<file path="src/rtl/tl_sensor_cond.sv">
// Sensor conditioning for a two-road traffic controller: synchronizes and debounces
// four car sensors and enforces min/max green length on the active channel.
module tl_sensor_cond #(
  parameter int unsigned DEB_CNT   = 4,
  parameter int unsigned MIN_GREEN = 8,
  parameter int unsigned MAX_GREEN = 32
) (
  input  logic       clk,
  input  logic       reset,
  input  logic       raw_a,
  input  logic       raw_al,
  input  logic       raw_b,
  input  logic       raw_bl,
  input  logic [2:0] q,
  output logic       Ta,
  output logic       Tal,
  output logic       Tb,
  output logic       Tbl,
  output logic [5:0] elapsed,
  output logic       max_cut
);

  // Channel index 0..3 = A, A-left, B, B-left, which is also q[2:1] of that green.
  logic [3:0] raw;
  logic [3:0] sync1, sync2, deb;
  logic [3:0] dcnt [4];
  logic [2:0] q_d;
  logic [5:0] cnt;
  logic       phase_new;
  logic [3:0] t;

  assign raw       = {raw_bl, raw_b, raw_al, raw_a};
  assign phase_new = (q != q_d);
  assign elapsed   = phase_new ? '0 : cnt;

  always_ff @(posedge clk or posedge reset) begin
    if (reset) begin
      sync1 <= '0;
      sync2 <= '0;
      deb   <= '0;
      for (int unsigned i = 0; i < 4; i++) dcnt[i] <= '0;
      q_d   <= '0;
      cnt   <= '0;
    end else begin
      sync1 <= raw;
      sync2 <= sync1;
      for (int unsigned i = 0; i < 4; i++) begin
        if (sync2[i] != deb[i]) begin
          if (dcnt[i] == 4'(DEB_CNT - 1)) begin
            deb[i]  <= sync2[i];
            dcnt[i] <= '0;
          end else begin
            dcnt[i] <= dcnt[i] + 4'd1;
          end
        end else begin
          dcnt[i] <= '0;
        end
      end
      q_d <= q;
      // Count starts at 1 on the edge leaving the first cycle of a phase (elapsed 0).
      if (phase_new)
        cnt <= 6'd1;
      else if (!q[0] && (cnt < 6'(MAX_GREEN - 1)))
        cnt <= cnt + 6'd1;
    end
  end

  always_comb begin
    t       = deb;
    max_cut = 1'b0;
    if (!q[0]) begin
      if (elapsed < 6'(MIN_GREEN - 1)) begin
        t[q[2:1]] = 1'b1;
      end else if (elapsed >= 6'(MAX_GREEN - 1)) begin
        t[q[2:1]] = 1'b0;
        max_cut   = 1'b1;
      end
    end
  end

  assign Ta  = t[0];
  assign Tal = t[1];
  assign Tb  = t[2];
  assign Tbl = t[3];

endmodule
</file>
<file path="config.mk">
export PLATFORM = sky130hd
export DESIGN_NAME = tl_sensor_cond
export DESIGN_NICKNAME = d
export VERILOG_FILES = /design/src/rtl/tl_sensor_cond.sv
export SDC_FILE = /design/constraint.sdc
export NUM_CORES = 1
export LEC_CHECK = 0
export ABC_AREA = 1
export BUFFER_PORTS_ARGS = -buffer_cell sky130_fd_sc_hd__buf_4
export CORE_MARGIN = 1
export CORE_UTILIZATION = 56
export DETAILED_ROUTE_END_ITERATION = 10
export PLACE_DENSITY = 0.88
export SLEW_MARGIN = 10
export SYNTH_ARGS = -nofsm -noshare
export SYNTH_HDL_FRONTEND = slang
export SYNTH_SLANG_ARGS = --single-unit
</file>
<file path="constraint.sdc">
create_clock -name clk -period 1.8 [get_ports clk]
set_input_delay 0 -clock clk [delete_from_list [all_inputs] [get_ports clk]]
set_output_delay 0 -clock clk [all_outputs]
set_load 0.005 [all_outputs]
</file>
# After elaboration in Yosys (flattened, before gate mapping)
# Index checks and enable logic that the tools add are counted.
[word_totals]
in_bits = 9
ff_bits = 37
output_inout_bits = 11
wordCells = 61
[op_classes]
n_lt_le_gt_ge = 5
n_bitwise = 3
reduce_logical = 8
n_eq_ne = 9
add_sub_neg = 5
mux = 19
[ops]
columns = ["op", "n"]
rows = [
  ["4-bit two-way mux", 11],
  ["6-bit two-way mux", 3],
  ["4-bit by 1-bit adder with 4-bit output (second input constant)", 4],
  ["4-bit by 2-bit == test with 1-bit output (second input constant)", 4],
  ["2-bit AND reduction", 4],
  ["6-bit by 1-bit adder with 6-bit output (second input constant)", 1],
  ["6-bit by 5-bit >= comparator with 1-bit output (second input constant)", 1],
  ["6-bit by 3-bit less-than comparator with 1-bit output (second input constant)", 1],
  ["6-bit by 5-bit less-than comparator with 1-bit output (second input constant)", 1],
  ["4-bit bitwise AND", 1],
  ["1-bit two-way mux", 4],
  ["1-bit != test", 4],
  ["4-bit NOT", 1],
  ["4-bit OR", 1],
  ["2-bit by 3-bit less-than comparator with 1-bit output (second input constant)", 1],
  ["3-bit != test", 1],
  ["1-bit demux with 2-bit select", 1],
  ["2-bit by 1-bit >= comparator with 1-bit output (second input constant)", 1],
  ["1-bit logical AND", 2],
  ["2-bit nonzero test", 1],
  ["1-bit zero test", 1],
]

# Logic depth before layout (Yosys ltp)
[depth]
word_depth = 9
ltp_mapped = 11
ltp_nobuf = 11

# Least setup slack after synthesis
# Ideal clock, no wire load.
[synth_path]
path_kind = "register -> register"
from = "register cnt[1]"
to = "register cnt[3]"
n_path_buf = 0
stages_incl_launch_ff = 9
setup_ns = 0.118
required_time_ns = 1.682
setup_slack_ns = 0.492
t_arrival_ns = 1.190
period_less_slack_ns = 1.308
cell_sequence = "dfrtp_1 ha_1 nand3_1 o21ai_0 nand2_4 nand2_2 nand2_1 nand2_1 nor2_2"
[synth_between]
elab_chain_len = 3
elab_cells_between_ends = 6
cone_classes = "add/sub (1); order compare (1); mux (2); reduce/logical (2)"
[synth_rtl]
columns = ["element", "line_no", "rtl"]
rows = [
  ["start, declared", "28", "logic [5:0] cnt;"],
  ["start signal, assigned", "64", "cnt <= cnt + 6'd1;"],
  ["6-bit by 1-bit adder with 6-bit output or 6-bit by 5-bit less-than comparator with 1-bit output (tied branches)", "64, 63", ""],
  ["6-bit two-way mux or 1-bit logical AND (tied branches)", "63", "else if (!q[0] && (cnt < 6'(MAX_GREEN - 1)))"],
  ["6-bit two-way mux or 2-bit nonzero test (tied branches)", "--", ""],
]
# Parallel ways exist; a longest one is shown, timed or not. The select of a mux whose other input is x is not followed.
# A chain may end at the register's enable or synchronous reset.

# Worst setup path in the final report
[layout_path]
from = "register q_d[1]"
to = "output Ta"
[layout_between]
elab_chain_len = 6
elab_cells_between_ends = 7
cone_classes = "order compare (2); eq/ne (1); mux (4)"
[layout_rtl]
columns = ["element", "line_no", "rtl"]
rows = [
  ["start, declared", "27", "logic [2:0] q_d;"],
  ["start signal, assigned", "59", "q_d <= q;"],
  ["3-bit != test (*)", "33", "assign phase_new = (q != q_d);"],
  ["6-bit two-way mux (*)", "34", "assign elapsed = phase_new ? '0 : cnt;"],
  ["6-bit by 5-bit >= comparator with 1-bit output", "74", "end else if (elapsed >= 6'(MAX_GREEN - 1)) begin"],
  ["4-bit two-way mux", "74", ""],
  ["4-bit two-way mux (*)", "72", "if (elapsed < 6'(MIN_GREEN - 1)) begin"],
  ["4-bit two-way mux (*)", "71", "if (!q[0]) begin"],
  ["end, declared", "15", "output logic Ta,"],
]
# Mark *: on every way between the ends. The rest lies on a longest branch, timed or not.

==> reports/qor.txt <==
Post-synth net total - 184
Die span in y - 56.8 um
WP buf/inv - 1
Register bit count reported by yosys - 37
Most used routing layer - met2
Max incr delay on CP - 0.41 ns
GRT Total Usage - 22.5%
Max IR drop VDD - 0.721 mV
Synth top area share - 55.0%
RSZ-0062 raised after global routing - yes
Final period utilization - 95.6%
Core area - 2810 um2
Fin. Hold Viols - 0
Total gr overflow - 0
Crit path launch type - flip-flop
Row Count - 19
Die ar. - 3230 um2
Worst Setup End Kind - primary output
Number of global-route vias before repair - 1273
Worst hold slack - 0.310 ns
Critical Path Start - q_d[1]$_DFF_PP0_
First-pass GRT wire length - 5.42 mm
HP Start - raw_a
Mapped Cells - 170
Critical Path AT - 1.72 ns
Max-cap violation count - 0
Total clock sinks - 37
Status - complete, no violations
Drt initial violations - 36
Crit Path Class - reg2out
Top post-synthesis cells by area - dfrtp_1 55%, nand2_1 6.2%, nor2_1 6.0%
Overall Power - 2.13 mW
Met1 Use GR - 26.5%
Avg Cell Area, Syn - 9.91 um2
CP Data Required Time - 1.80 ns
Die width - 56.8 um
Critical path, cell by cell - nand2_1 -> nand2_2 -> nor2_8 -> nand4_1 -> nand2_2 -> nand2_1 -> nand2_1 -> nand2_1 -> buf_4
Area leader, netlist - dfrtp_1
Root Buffer - clkbuf_4
Post-Syn Area - 1680 um2
# IOs - 20
Skew final - 0.0135 ns
Setup violations, final - 0
Share of layout cells above drive strength 1 - 25.2%
Slew Viols, Final - 0
CTS tree - done
Fin area - 2050 um2
H-tree depth - 2
Most used cell, CP - nand2_1
Hold Path Class - in2reg
# port buffers - 19
Routability Congestion - 0.803
CTS Buf Count - 5
Routed wire length per instance - 13.2 um
Pre-antenna DRT Iters - 4
Sequential share of the synthesized area - 55.0%
Initial antenna violation count - 0
Routed Antenna Nets - 0
Rel. slew slack - 69.6%
YS warnings - 0
Largest net degree at the start of global routing - 38
Placed cell area - 1870 um2
Detail Placement HPWL - 2.14 mm
Worst-Margin Slew - 0.456 ns
DRC errors left - 0
Initial Utilization - 60.0%
Worst Path Max Fanout - 4
Final WL - 3.14 mm
Fmax - 0.581 GHz
Later-pin clock latency in the skew report - 0.34 ns
Clock Tree Buf Depth - 2
Met3 usage - 7.60%
Kind of cell adding the most delay to the critical path - simple AND/OR/NAND/NOR gates
Power Dens Cells - 1040 nW/um2
Met2 GRT Util - 37.6%
Nets@finish - 220
Final min period - 1.72 ns
Clock transition at path regs - 0.11 ns
FF-to-FF Start - cnt[1]$_DFFE_PP0P_
ANT cells - 0
Layout area overhead - 21.6%
Avg Vias per Cell - 5.42
Routed vias - 1284
Netlist cell types - 24
CP max stage cell - dfrtp_1
Leakage power - 1.02 nW
[final timing paths]
check                           slack [ns]  depth (start not counted)                 end
min in group asynchronous             0.33                          4  sync2[1]$_DFF_PP0_
worst min-delay path                  0.31                          2  sync1[0]$_DFF_PP0_
max in group asynchronous             1.11                          4  cnt[2]$_DFFE_PP0P_
worst max register to register        0.27                          8  cnt[3]$_DFFE_PP0P_
worst min register to register        0.35                          0  sync2[1]$_DFF_PP0_
worst max-delay path                  0.08                          9                  Ta
[through the flow]
stage	std cells	TNS [ns]	worst slack, ns	utilization [%]
after floorplan	170	0	0.492	-
after global placement	221	0	0.463	66.8
after detailed placement	221	0	0.374	66.8
after CTS	236	0	0.0537	71.4
after global routing	237	-0.104	-0.0389	73.0
final	237	0	0.0790	73.0
[state kept, by name, indices dropped and copies added, names as in the netlist]
register	flops
dcnt	16
cnt	6
deb	4
sync1	4
sync2	4
q_d	3
[area by class of cell]
cell class | instances | area [um2]
clock inverters | 1 | 8.76
well taps | 31 | 38.8
multi-input cells | 117 | 729
clock buffers | 6 | 41.3
repair buffers | 29 | 238
fillers | 194 | 757
flip-flops and latches | 37 | 927
inverters | 16 | 65.1
[layout by cell type, fill, tap and decap left out, drive strengths merged, types with 6 or more instances in the layout]
cell | synthesis | routed
clkbuf | 0 | 6
buf | 0 | 21
nand3 | 13 | 13
dfrtp | 37 | 37
nand2 | 34 | 34
inv | 16 | 16
nor2 | 29 | 29
o21ai | 6 | 6
xor2 | 9 | 9
dlygate4sd3 | 0 | 8
[logic make-up (layout without fill, tap and decap cells)]
group	count (synthesis)	count (layout)	synth area share, %
buffers and inverters	16	52	3.86
AO/OA/AOI/OAI	10	10	3.34
AND/OR/NAND/NOR	84	84	23.7
multiplexers	4	4	2.67
adder cells (fa/ha/maj)	5	5	3.71
XOR/XNOR	14	14	7.73
flip-flops	37	37	55.0
[metal layers]
layer / routed length, um / share of wire [%]
met5: 0 / 0
met4: 96 / 3.1
met2: 1610 / 51
met3: 191 / 6.1
met1: 1240 / 40
[power breakdown]
| part | switching, mW | total (mW) | internal [mW] |
|---|---|---|---|
| registers | 0.131 | 1.13 | 0.996 |
| logic | 0.293 | 0.587 | 0.294 |
| clock network | 0.263 | 0.411 | 0.148 |
[cell usage after synthesis]
cell type and number:
ha_1 5, nor2_8 1, dfrtp_1 37, nand2_2 3, xnor2_1 4, o21ai_2 1
nor2_2 1, nor2_1 27, nor3_1 1, a21oi_1 3, nand2_4 3, inv_2 2
o211ai_1 1, xnor2_2 1, nand2_1 28, nand4_1 3, inv_6 1, and2_1 4
o21ai_1 3, nand3_1 13, o21ai_0 2, inv_1 13, mux2_2 4, xor2_1 9
[what timing repair did]
item / 4_1_cts / 5_1_grt
hold buffers: 8 / 0
resized for setup: 0 / 9
buffers inserted: 0 / 1
setup endpoints to repair: 0 / 4
hold endpoints to repair: 44 / 0
No activity file was read; power rests on OpenSTA's default activity.
